<file path="src/rtl/sl_pkg.sv">
// Shared types for the two-line serial transmitter.
// FSM state encoding and line-level constants.
package sl_pkg;

  typedef enum logic [2:0] {
    IDLE,
    BIT_ACT,
    BIT_GAP,
    PAR,
    PAR_GAP,
    STOP,
    STOP_GAP
  } sl_state_e;

  localparam logic IDLE_LVL = 1'b1;
  localparam logic STOP_LVL = 1'b0;

endpackage

</file>
<file path="src/rtl/sl_fifo.sv">
// Show-ahead word FIFO feeding the line transmitter.
// Ports: push/wdata in, pop/rdata out, full/empty/level status.
module sl_fifo #(
  parameter int WIDTH = 32,
  parameter int DEPTH = 4
) (
  input  logic                       clk,
  input  logic                       reset_n,
  input  logic                       push,
  input  logic                       pop,
  input  logic [WIDTH-1:0]           wdata,
  output logic [WIDTH-1:0]           rdata,
  output logic                       full,
  output logic                       empty,
  output logic [$clog2(DEPTH+1)-1:0] level
);

  localparam int AW = $clog2(DEPTH);
  localparam int CW = $clog2(DEPTH + 1);
  localparam logic [CW-1:0] FULL_LVL = CW'(DEPTH);

  logic [WIDTH-1:0] mem [DEPTH];
  logic [AW-1:0]    wp;
  logic [AW-1:0]    rp;
  logic             do_push;
  logic             do_pop;

  assign full    = (level == FULL_LVL);
  assign empty   = (level == '0);
  assign do_push = push & ~full;
  assign do_pop  = pop & ~empty;
  assign rdata   = mem[rp];

  always_ff @(posedge clk) begin
    if (do_push) mem[wp] <= wdata;
  end

  always_ff @(posedge clk or negedge reset_n) begin
    if (!reset_n) begin
      wp    <= '0;
      rp    <= '0;
      level <= '0;
    end else begin
      if (do_push) wp <= wp + 1'b1;
      if (do_pop)  rp <= rp + 1'b1;
      unique case ({do_push, do_pop})
        2'b10:   level <= level + 1'b1;
        2'b01:   level <= level - 1'b1;
        default: level <= level;
      endcase
    end
  end

endmodule

</file>
<file path="src/rtl/sl_tx_stream.sv">
// Two-line active-low serial word transmitter with input FIFO.
// Ports: wr_* FIFO push, len_m1/half_period frame setup, sl0/sl1 lines, busy/word_done/fifo_level status.
module sl_tx_stream
  import sl_pkg::*;
#(
  parameter int MAX_BITS   = 32,
  parameter int FIFO_DEPTH = 4,
  parameter int DIV_W      = 8
) (
  input  logic                            clk,
  input  logic                            reset_n,
  input  logic [MAX_BITS-1:0]             wr_data,
  input  logic                            wr_valid,
  output logic                            wr_ready,
  input  logic [$clog2(MAX_BITS)-1:0]     len_m1,
  input  logic [DIV_W-1:0]                half_period,
  output logic                            sl0,
  output logic                            sl1,
  output logic                            busy,
  output logic                            word_done,
  output logic [$clog2(FIFO_DEPTH+1)-1:0] fifo_level
);

  localparam int LW = $clog2(MAX_BITS);

  sl_state_e         state;
  sl_state_e         state_n;
  logic              rdy_en;
  logic              full;
  logic              empty;
  logic              pop;
  logic              ph_end;
  logic [MAX_BITS-1:0] head;
  logic [MAX_BITS-1:0] shreg;
  logic [LW-1:0]     len_q;
  logic [LW-1:0]     bit_cnt;
  logic [DIV_W-1:0]  h_q;
  logic [DIV_W-1:0]  ph_cnt;
  logic              par0;
  logic              par1;

  // Held low for one edge after reset so wr_ready comes up on the first clock.
  assign wr_ready = rdy_en & ~full;
  assign ph_end   = (ph_cnt == h_q);

  sl_fifo #(
    .WIDTH(MAX_BITS),
    .DEPTH(FIFO_DEPTH)
  ) u_fifo (
    .clk    (clk),
    .reset_n(reset_n),
    .push   (wr_valid & wr_ready),
    .pop    (pop),
    .wdata  (wr_data),
    .rdata  (head),
    .full   (full),
    .empty  (empty),
    .level  (fifo_level)
  );

  always_comb begin
    state_n = state;
    pop     = 1'b0;
    unique case (state)
      IDLE: begin
        if (!empty) begin
          pop     = 1'b1;
          state_n = BIT_ACT;
        end
      end
      BIT_ACT:  if (ph_end) state_n = BIT_GAP;
      BIT_GAP: begin
        if (ph_end) state_n = (bit_cnt == len_q) ? PAR : BIT_ACT;
      end
      PAR:      if (ph_end) state_n = PAR_GAP;
      PAR_GAP:  if (ph_end) state_n = STOP;
      STOP:     if (ph_end) state_n = STOP_GAP;
      STOP_GAP: begin
        if (ph_end) begin
          if (!empty) begin
            pop     = 1'b1;
            state_n = BIT_ACT;
          end else begin
            state_n = IDLE;
          end
        end
      end
      default: state_n = IDLE;
    endcase
  end

  always_ff @(posedge clk or negedge reset_n) begin
    if (!reset_n) begin
      state   <= IDLE;
      rdy_en  <= 1'b0;
      shreg   <= '0;
      len_q   <= '0;
      h_q     <= '0;
      bit_cnt <= '0;
      ph_cnt  <= '0;
      par0    <= 1'b1;
      par1    <= 1'b0;
    end else begin
      rdy_en <= 1'b1;
      state  <= state_n;
      if (pop) begin
        shreg   <= head;
        len_q   <= len_m1;
        h_q     <= half_period;
        bit_cnt <= '0;
        ph_cnt  <= '0;
        par0    <= 1'b1;
        par1    <= 1'b0;
      end else if (state != IDLE) begin
        ph_cnt <= ph_end ? '0 : ph_cnt + 1'b1;
        if (ph_end && state == BIT_ACT) begin
          par0 <= par0 ^ ~shreg[0];
          par1 <= par1 ^ shreg[0];
        end
        if (ph_end && state == BIT_GAP) begin
          shreg <= shreg >> 1;
          if (bit_cnt != len_q) bit_cnt <= bit_cnt + 1'b1;
        end
      end
    end
  end

  // Line outputs are registered from the current state, so they trail it by one cycle.
  always_ff @(posedge clk or negedge reset_n) begin
    if (!reset_n) begin
      sl0       <= IDLE_LVL;
      sl1       <= IDLE_LVL;
      busy      <= 1'b0;
      word_done <= 1'b0;
    end else begin
      busy      <= (state != IDLE);
      word_done <= (state == STOP_GAP) && ph_end;
      unique case (state)
        BIT_ACT: begin
          sl0 <= shreg[0];
          sl1 <= ~shreg[0];
        end
        PAR: begin
          sl0 <= par0;
          sl1 <= par1;
        end
        STOP: begin
          sl0 <= STOP_LVL;
          sl1 <= STOP_LVL;
        end
        default: begin
          sl0 <= IDLE_LVL;
          sl1 <= IDLE_LVL;
        end
      endcase
    end
  end

endmodule
</file>
<file path="config.mk">
export PLATFORM = sky130hd
export DESIGN_NAME = sl_tx_stream
export DESIGN_NICKNAME = d
export VERILOG_FILES = /design/src/rtl/sl_pkg.sv /design/src/rtl/sl_fifo.sv /design/src/rtl/sl_tx_stream.sv
export SDC_FILE = /design/constraint.sdc
export NUM_CORES = 1
export LEC_CHECK = 0
export ABC_AREA = 1
export CORE_MARGIN = 2
export CORE_UTILIZATION = 63
export CTS_CLUSTER_DIAMETER = 200
export DETAILED_ROUTE_END_ITERATION = 10
export DONT_BUFFER_PORTS = 1
export PLACE_DENSITY = 0.79
export REMOVE_ABC_BUFFERS = 1
export SLEW_MARGIN = 20
export SYNTH_ARGS = -nofsm -noshare
export SYNTH_HDL_FRONTEND = slang
export SYNTH_SLANG_ARGS = --single-unit
</file>
<file path="constraint.sdc">
create_clock -name clk -period 3.66 [get_ports clk]
set_clock_uncertainty 0.05 [all_clocks]
set_input_delay 0.915 -clock clk [delete_from_list [all_inputs] [get_ports clk]]
set_output_delay 0.915 -clock clk [all_outputs]
set_load 0.005 [all_outputs]
</file>
Word level (Yosys, flattened, before mapping)
Memories as Yosys holds them, arrays and structs flattened.
Cells that the tools add are included.

operators by class
  add/sub/neg operators = 6
  equality and inequality tests = 19
  mux-type cells = 34
  bitwise operators = 9
  reductions and logical operators = 15

operators by type and width
  kind                 number
  $mux 32              3
  $mux 8               3
  $mux 3               7
  $pmux 3 s7           1
  $mux 5               4
  $ne 2x2->1 const B   7
  $eq 3x3->1 const B   4
  $mux 1               11
  $reduce_bool 2->1    5
  $add 8x1->8 const B  1
  $eq 8x8->1           1
  $reduce_and 7->1     1
  $eq 3x2->1 const B   2
  $logic_not 3->1      2
  $pmux 1 s3           2
  $pmux 3 s2           1
  $add 5x1->5 const B  1
  $eq 5x5->1           1
  $ne 5x5->1           1
  $add 2x1->2 const B  2
  $and 1x1->1          4
  $reduce_and 2->1     2
  $add 3x1->3 const B  1
  $eq 3x1->1 const B   1
  10 further kinds     15

word-level totals
  flip-flop bits (word level) = 75
  RAM bits = 128
  input port bits = 48
  output and inout bits = 8
  logic and storage cells = 100
  memories = 1

memory list
  memory      words  width  read ports  clocked after memory_dff  wr ports  line           RTL
  u_fifo.mem  4      32     1           0                         1         sl_fifo.sv:22  logic [WIDTH-1:0] mem [DEPTH];

Logic depth before layout (Yosys ltp)
Gate-level depths: netlist of the first run.

  depth in word-level cells = 7
  gate-level depth with buffers = 13
  gate-level depth less buffers = 12

Hierarchy
From an unflattened synthesis of the first run, not the netlist that was laid out.

second synthesis, totals
  cell total of the unflattened synthesis = 917
  area, all modules = 9372.7 um2

modules (own cells, without submodules)
  module        instances  cells each  area each (um2)  sequential area each (um2)
  sl_fifo       1          435         5572.8           4018.9
  sl_tx_stream  1          482         3799.9           1705.4

Worst setup path before layout of the first run
OpenSTA, ideal clock, no wires.

  kind = input to register
  start point = in wr_valid
  end point = mem u_fifo.mem[0][0], enable pin
  library setup time = 0.421 ns
  arrival = 2.456 ns
  required time = 3.189 ns
  path slack = 0.732 ns
  stages = 2
  buffers on the path = 0
  cell sequence = nand2_1 -> nor2_1

between the ends
  cells in the longest elaborated chain, start to end = 4

ends and longest elaborated chain
  item                          line                RTL
  start, declared               sl_tx_stream.sv:13  input logic wr_valid,
  $and 1x1->1                   sl_tx_stream.sv:52  .push (wr_valid & wr_ready),
  $and 1x1->1                   sl_fifo.sv:30       assign do_push = push & ~full;
  $mux 1                        sl_fifo.sv:35       if (do_push) mem[wp] <= wdata;
  $mux 1 (not written as such)  sl_fifo.sv:35
  end, declared                 sl_fifo.sv:22

Every way passes these cells.

Worst setup path after layout of the first run
  start point = reg u_fifo.level[1]
  end point = reg u_fifo.level[2]

between the ends
  cells in the longest elaborated chain, start to end = 7
  elaborated cells on any way between the ends = 17
  classes of those cells = add/sub (2); eq/ne (3); mux (4); bitwise (6); reduce/logical (2)

ends and longest elaborated chain
  item                                             line                                    RTL
  start, declared                                  sl_fifo.sv:15                           output logic [$clog2(DEPTH+1)-1:0] level
  start signal, assigned                           sl_fifo.sv:47                           2'b10: level <= level + 1'b1;
  start signal, assigned                           sl_fifo.sv:48                           2'b01: level <= level - 1'b1;
  start signal, assigned                           sl_fifo.sv:49                           default: level <= level;
  $logic_not 3->1 or $eq 3x3->1 (tied branches)    sl_fifo.sv:29, sl_fifo.sv:28
  $mux 1 or $not 1->1 (tied branches)              --
  $mux 1 or $and 1x1->1 (tied branches)            sl_tx_stream.sv:79, sl_tx_stream.sv:43
  $pmux 1 s2 or $and 1x1->1 (tied branches)        sl_tx_stream.sv:64, sl_tx_stream.sv:52
  $and 1x1->1 (on tied branches)                   sl_fifo.sv:31, sl_fifo.sv:30
  $eq 2x1->1 or $eq 2x2->1 (tied branches)         sl_fifo.sv:46                           unique case ({do_push, do_pop})
  $pmux 3 s2 or $reduce_bool 2->1 (tied branches)  --

Several ways; a longest one is shown, not always the timed one.
A chain may end at the register's enable or synchronous reset.

==> impl_summary.txt, run 1 <==
----------------------------------------------------
[Die]
  Y dimension of the die ... 124 um
  I/O pin count ... 56
  Die extent in x ... 124 um
  Starting utilization of the core area ... 65.0%
  Area of the die ... 15,400 sq um
  Site Rows ... 43
  Area of the core ... 14,000 sq um

[Clocking]
  Worst skew pair latency ... 0.49 ns
  Clock tree from TritonCTS ... built
  Clock Root Buffer ... clkbuf_16
  Clk buf depth ... 3
  Setup Fix Bufs, Post-CTS ... 0
  Clock sink total ... 203
  Post-CTS sizing ... 0
  Clk slew on worst S/H paths ... 0.06 ns
  Hold_buf cts ... 0
  Clock buffer count from CTS ... 21
  Max H-tree Level ... 1

[Critical path]
  Cell family with most CP delay ... adder cells
  Kind of start point of the critical path ... flip-flop
  Sequence of cells on the critical path ... inv_1 -> nand3_2 -> buf_4 -> nand4_2 -> nand2_2 -> ha_1 -> fa_1 -> a21oi_1 -> o21ai_0 -> xor2_1
  Buf/Inv on CP ... 2
  First element of the critical path ... u_fifo.level[1]
  Capturing element type of the critical path ... flip-flop
  Critical path class ... flip-flop to flip-flop
  Longest individual stage delay on the worst path ... 0.42 ns
  RR Endpoint ... u_fifo.level[2]
  Worst Path Arrival ... 3.17 ns
  Required arrival time at the worst endpoint ... 3.97 ns
  Start of the worst register-to-register path ... u_fifo.level[1]
  Maximum fanout count along the critical path ... 33
  R2R cell count ... 10
  Critical Path Stages ... 10
  Worst-case register-to-register setup slack ... 0.80 ns
  Highest-delay cell along the critical path ... dfrtp_1

[Timing]
  Final setup violation count ... 0
  Worst Slack Setup Final ... 0.801 ns
  RSZ-0062 raised after global routing ... false
  Final min period ... 2.86 ns
  Relative slew slack ... 48.9%
  Part of the cycle the worst path needs ... 78.1%
  Max frequency ... 350 MHz
  Final TNS setup ... 0 ns
  Final slew viol count ... 0
  Hold Fails Final Rpt ... 0
  Slew of the pin with the lowest slew margin ... 0.767 ns

[Pwr]
  Leakage power ... 4.15 nW
  Worst vdd ir ... 0.529 mV
  Power density of the placed cells ... 844 nW/um^2

[Placement]
  Count of port buffers added during placement ... 0
  Worst setup slack after placement ... 0.845 ns
  Placer's final routability congestion estimate ... 0.844
  Placed wire-length estimate ... 10,800 um

[Synth]
  Sequential-to-total area share from yosys stat ... 63.0%
  Average cell area after synthesis ... 9.97 sq um
  Instance count of the mapped netlist ... 912
  Most used DFF post-synth ... edfxtp_1
  Count of state elements after synthesis ... 203
  Number of flops mapped to enable cells by yosys ... 128
  Number of different library cells in the post-synthesis netlist ... 36
  Count of yosys warnings during synthesis ... 0
  Cell area after technology mapping ... 9090 sq um
  Async set-or-reset flop fraction in the synthesized netlist ... 36.9%

[Final layout]
  Ratio of cells with drive above 1 in the final layout ... 7.97%
  Final-layout fill cell count ... 989
  Antenna diode instance count ... 0
  Net count reported at finish ... 957
  Area grow syn2layout ... 8.56%

[Drt]
  Iter 0 DRT Violations ... 580
  DRC ... 0
  Pre-Repair DR Iteration Count ... 5
  Post-detailed-route via-to-cell ratio ... 5.98
  Antenna Nets Post-Route ... 0
  Vias ... 6,557
  Final routed wire length divided by cell count ... 17.4 um
  Final wirelength ... 19,100 um

[GRT]
  Global-route usage over all layers ... 26.0%
  Remaining global-route overflow ... 0
  Initial antenna violation count ... 0
  M1 GR Usage ... 32.1%
  Global-route track usage on met3 ... 5.36%
  Maximum number of pins on one net before global-route repair ... 76
  Number of global-route vias before repair ... 6,539
  Met2 track demand over resource in global routing ... 44.5%
  First-pass GRT wire length ... 31,100 um
  Highest-utilization routing layer at the global route stage ... met2

[Job]
  Number of maximum-capacitance constraint violations ... 0

[Min path]
  Path type of the worst min-delay path ... primary input to async pin

[Run status]
  Result of the run ... completed

----------------------------------------------------
-- report_power, final --
part | internal, mW | total (mW) | switching, mW
Sequential | 2.98 | 3.25 | 0.270
Combinational | 0.958 | 3.06 | 2.10
Clock | 1.19 | 2.02 | 0.832
Total | 5.13 | 8.33 | 3.20
-- metrics by stage --
stage                     instance area, sq um  utilization, %  power (mW)  cells  hold slack [ns]
after floorplan                           8850               -        5.40    861            0.411
after global placement                    9210            65.9        6.14   1058            0.419
after detailed placement                  9210            65.9        6.30   1058            0.431
after CTS                                 9870            70.6        8.34   1096           0.0428
after global routing                      9870            70.6        8.92   1096           0.0365
final                                     9870            70.6        8.33   1096           0.0571
-- logic make-up after synthesis --
kind of cell    Yosys count  share of synthesized area, %
other cells               1                        0.0412
buf+inv                 163                          7.27
fa+ha+maj                 8                          1.18
compound gates          130                          7.79
xor+xnor                 11                          1.06
simple gates            396                          19.7
flops                   203                          63.0
-- worst register-to-register path: cells and delay by family (launching register included) --
| kind | cells | cell delay, ns |
|---|---|---|
| AND/OR/NAND/NOR | 3 | 0.66 |
| adder cells (fa/ha/maj) | 2 | 0.77 |
| buffers and inverters | 2 | 0.41 |
| AO/OA/AOI/OAI | 2 | 0.26 |
| XOR/XNOR | 1 | 0.16 |
| flip-flops | 1 | 0.42 |
-- state kept, by name, summed over array words and instances, names as in the netlist --
name,cells
u_fifo.rp,2
shreg,32
busy,1
ph_cnt,8
h_q,8
sl1,1
bit_cnt,5
par0,1
sl0,1
word_done,1
rdy_en,1
u_fifo.mem,128
par1,1
u_fifo.wp,2
u_fifo.level,3
state,3
len_q,5
-- per-layer routing --
| metal | vias to the layer above | wire (um) |
|---|---|---|
| met2 | 287 | 9660 |
| met4 | 0 | 616 |
| li1 | 3068 | - |
| met3 | 60 | 1330 |
| met1 | 3142 | 7490 |
| met5 | - | 0 |
-- layout make-up --
class,count,area (sq um),area share [%]
flip-flops and latches,203,5720,58.0
multi-input cells,546,2720,27.5
clock buffers,29,586,5.93
inverters,112,420,4.26
well taps,180,225,2.28
repair buffers,17,128,1.29
clock inverters,9,70.1,0.710
-- cell usage in the layout, fill, tap and decap left out, types with 2 or more instances in the layout --
| master | Yosys | layout |
|---|---|---|
| a21oi_1 | 7 | 7 |
| edfxtp_1 | 128 | 128 |
| clkinv_2 | 0 | 4 |
| nand2_2 | 3 | 3 |
| nor3_1 | 5 | 5 |
| buf_4 | 6 | 17 |
| o22ai_1 | 33 | 33 |
| inv_2 | 6 | 6 |
| xor2_1 | 5 | 5 |
| xnor2_1 | 6 | 6 |
| clkbuf_16 | 0 | 21 |
| o221ai_1 | 2 | 2 |
| o21ai_0 | 70 | 70 |
| inv_1 | 105 | 105 |
| nor2_4 | 3 | 3 |
| nand3_2 | 3 | 3 |
| nand4_1 | 32 | 32 |
| nor2_1 | 92 | 88 |
| o21ai_1 | 14 | 14 |
| nand2_1 | 146 | 146 |
| clkinv_1 | 1 | 4 |
| o211ai_1 | 3 | 3 |
| dfstp_2 | 3 | 3 |
| nor2_2 | 1 | 5 |
| clkbuf_1 | 33 | 5 |
| nand3_1 | 107 | 107 |
| dfrtp_1 | 72 | 72 |
| clkbuf_8 | 0 | 3 |
| ha_1 | 7 | 7 |
-- worst max-delay path by stage --
stage / slack [ns] / to
floorplan: 0.28 / u_fifo.level[2]
global placement: 0.91 / u_fifo.level[2]
detailed placement: 0.85 / u_fifo.level[2]
CTS: 0.81 / u_fifo.level[2]
global route: 0.55 / u_fifo.level[2]
finish: 0.80 / u_fifo.level[2]
-- synth_stat cells, types with 9 or more instances --
| cell type | instances | share of area, % |
|---|---|---|
| nand2_1 | 146 | 6.0 |
| o21ai_1 | 14 | 0.77 |
| nand4_1 | 32 | 2.2 |
| buf_2 | 9 | 0.50 |
| nand3_1 | 107 | 5.9 |
| clkbuf_1 | 33 | 1.4 |
| o21ai_0 | 70 | 3.9 |
| o22ai_1 | 33 | 2.3 |
| nor2_1 | 92 | 3.8 |
| dfrtp_1 | 72 | 20 |
| edfxtp_1 | 128 | 42 |
| inv_1 | 105 | 4.3 |
Note: power is estimated with default switching activity, not from simulation.
==> inputs of run 2 (changes only) <==
clock period = 2.85 ns   (was 3.66 ns; I/O delays follow)
==> run 2 against run 1 <==
Non-clock buffer count up 3. Die area unchanged. Clock power up 36%. Combinational power up 32%. Routed wire length up 2.7%. Sequential power up 27%. Hold slack worse by 0.0061 ns. Register-to-register slack worse by 0.31 ns. First-iteration DRC count up 6.4%. Final cell count up 0.46%. Global-route usage up 0.43 points. Largest power group unchanged. Via count up 0.47%.
==> impl_summary.txt, run 2 (synthesized netlist as in run 1, its figures left out) <==
----------------------------------------------------
[Critical path]
  Kind of start point of the critical path ... flip-flop
  R2R cell count ... 8 (-2)
  Worst-case register-to-register setup slack ... 0.49 ns (-0.31 ns)
  Worst Path Arrival ... 2.68 ns (-0.49 ns)
  Capturing element type of the critical path ... flip-flop
  Required arrival time at the worst endpoint ... 3.17 ns (-0.80 ns)
  Start of the worst register-to-register path ... u_fifo.level[1]
  RR Endpoint ... u_fifo.level[2]
  Maximum fanout count along the critical path ... 8 (-76%)
  Critical path class ... flip-flop to flip-flop

[Final layout]
  Final standard cell area without fillers ... 9960 sq um (+0.94%)
  Area grow syn2layout ... 9.58%
  Most common cell after layout, fill and taps aside ... nand2_1
  Commonest cells after routing, fill and taps aside ... nand2_1, edfxtp_1, nand3_1, inv_1, nor2_1
  Flip-flop count of the largest register after layout ... 128 (unchanged)
  Multi-input gate area ... 2720 sq um (unchanged)
  Register name with the most flops ... u_fifo.mem
  Ratio of cells with drive above 1 in the final layout ... 8.36% (+0.39 points)
  Largest registers in the final layout ... u_fifo.mem (128), shreg (32)
  Net count reported at finish ... 961 (+0.42%)
  Non-filler cells, final ... 1,101 (+0.46%)
  Final-layout fill cell count ... 968 (-2.1%)
  Register area ... 5720 sq um (unchanged)
  Antenna diode instance count ... 0 (unchanged)

[Timing]
  Part of the cycle the worst path needs ... 82.7% (+4.6 points)
  Final setup violation count ... 0 (unchanged)
  Hold Fails Final Rpt ... 0 (unchanged)
  Slew of the pin with the lowest slew margin ... 0.660 ns (-0.108 ns)
  Final slew viol count ... 0 (unchanged)
  Relative slew slack ... 56.0% (+7.2 points)
  Final min period ... 2.36 ns (-0.501 ns)
  RSZ-0062 raised after global routing ... false
  Max frequency ... 424 MHz (+21%)

[Clocking]
  Max H-tree Level ... 1 (unchanged)
  Setup Fix Bufs, Post-CTS ... 0 (unchanged)
  Post-CTS sizing ... 0 (unchanged)
  Clock sink total ... 203 (unchanged)
  Clk buf depth ... 3 (unchanged)
  Clk slew on worst S/H paths ... 0.06 ns (about the same)
  Clock Root Buffer ... clkbuf_16
  Clock tree from TritonCTS ... built
  Worst skew pair latency ... 0.51 ns (+0.02 ns)
  Hold_buf cts ... 2 (+2)
  Clock buffer count from CTS ... 22 (+4.8%)

[Placement]
  Placed wire-length estimate ... 11,100 um (+2.4%)
  Area of placed instances ... 9220 sq um (about the same)
  Placed Cells ... 1,059 (+0.095%)
  Placer's final routability congestion estimate ... 0.859 (+1.9%)
  Count of port buffers added during placement ... 0 (unchanged)

[Pwr]
  Power density of the placed cells ... 1100 nW/um^2 (+30%)
  Leakage power ... 4.18 nW (+0.71%)
  Worst vdd ir ... 0.689 mV (+30%)
  Final Power ... 10.9 mW (+31%)

[Drt]
  Final routed wire length divided by cell count ... 17.8 um (+2.3%)
  DRC ... 0 (unchanged)
  Antenna Nets Post-Route ... 0 (unchanged)
  Final wirelength ... 19,600 um (+2.7%)
  Post-detailed-route via-to-cell ratio ... 5.98 (about the same)
  Vias ... 6,588 (+0.47%)
  Pre-Repair DR Iteration Count ... 5 (unchanged)
  Iter 0 DRT Violations ... 617 (+6.4%)

[GRT]
  Number of global-route vias before repair ... 6,689 (+2.3%)
  First-pass GRT wire length ... 31,600 um (+1.4%)
  Global-route usage over all layers ... 26.4% (+0.43 points)
  Initial antenna violation count ... 0 (unchanged)
  Maximum number of pins on one net before global-route repair ... 73 (-3.9%)
  Remaining global-route overflow ... 0 (unchanged)

[Die]
  Die extent in x ... 124 um (unchanged)
  Y dimension of the die ... 124 um (unchanged)
  Area of the core ... 14,000 sq um (unchanged)
  I/O pin count ... 56 (unchanged)
  Site Rows ... 43 (unchanged)
  Area of the die ... 15,400 sq um (unchanged)
  Starting utilization of the core area ... 65.0% (unchanged)

[Run status]
  Result of the run ... completed

[Min path]
  Path type of the worst min-delay path ... primary input to async pin

[Job]
  Number of maximum-capacitance constraint violations ... 0 (unchanged)

----------------------------------------------------
run 2: through the flow:
step	hold slack, ns	utilization [%]	TNS, ns	setup slack, ns
floorplan	0.367	-	-2.00	-0.528
global placement	0.370	65.9	0	0.596
detailed placement	0.369	65.9	0	0.487
CTS	0.0579	71.2	0	0.489
global route	0.0734	71.2	0	0.321
finish	0.0510	71.2	0	0.492
run 2: how the worst max path moves through the flow:
stage               startpoint         endpoint  cells past startpoint
5_1_grt        u_fifo.level[1]  u_fifo.level[2]                      8
6_report       u_fifo.level[1]  u_fifo.level[2]                      8
3_3_place_gp   u_fifo.level[1]  u_fifo.level[2]                      8
3_5_place_dp   u_fifo.level[1]  u_fifo.level[2]                      8
4_1_cts        u_fifo.level[1]  u_fifo.level[2]                      8
2_1_floorplan  u_fifo.level[1]  u_fifo.level[2]                      9
run 2: layout make-up:
class	count	area share, %
Clock buffer	28	5.75
Clock inverter	12	1.31
Inverter	112	4.22
Timing Repair Buffer	20	1.73
Tap cell	180	2.26
Multi-Input combinational cell	546	27.3
Sequential cell	203	57.5
run 2: worst max-delay path: stages, from the launching register on:
cell,delay (ns)
dfrtp_1,0.42
inv_1,0.10
a31oi_1,0.27
nand2_1,0.28
ha_1,0.32
fa_1,0.39
a21oi_1,0.13
o21ai_0,0.12
xor2_1,0.15
run 2: layer usage:
layer	vias up	GRT usage (%)	share of wire, %
met2	282	46.3	51
met5	-	0	0
met4	0	11.0	3.4
li1	3072	-	-
met3	49	4.62	6.4
met1	3185	32.2	39
run 2: power breakdown:
| group | total, mW | leakage [nW] | switching, mW | internal [mW] |
|---|---|---|---|---|
| logic | 4.03 | 1.77 | 2.78 | 1.25 |
| registers | 4.14 | 2.07 | 0.310 | 3.83 |
| clock network | 2.75 | 0.333 | 1.13 | 1.62 |
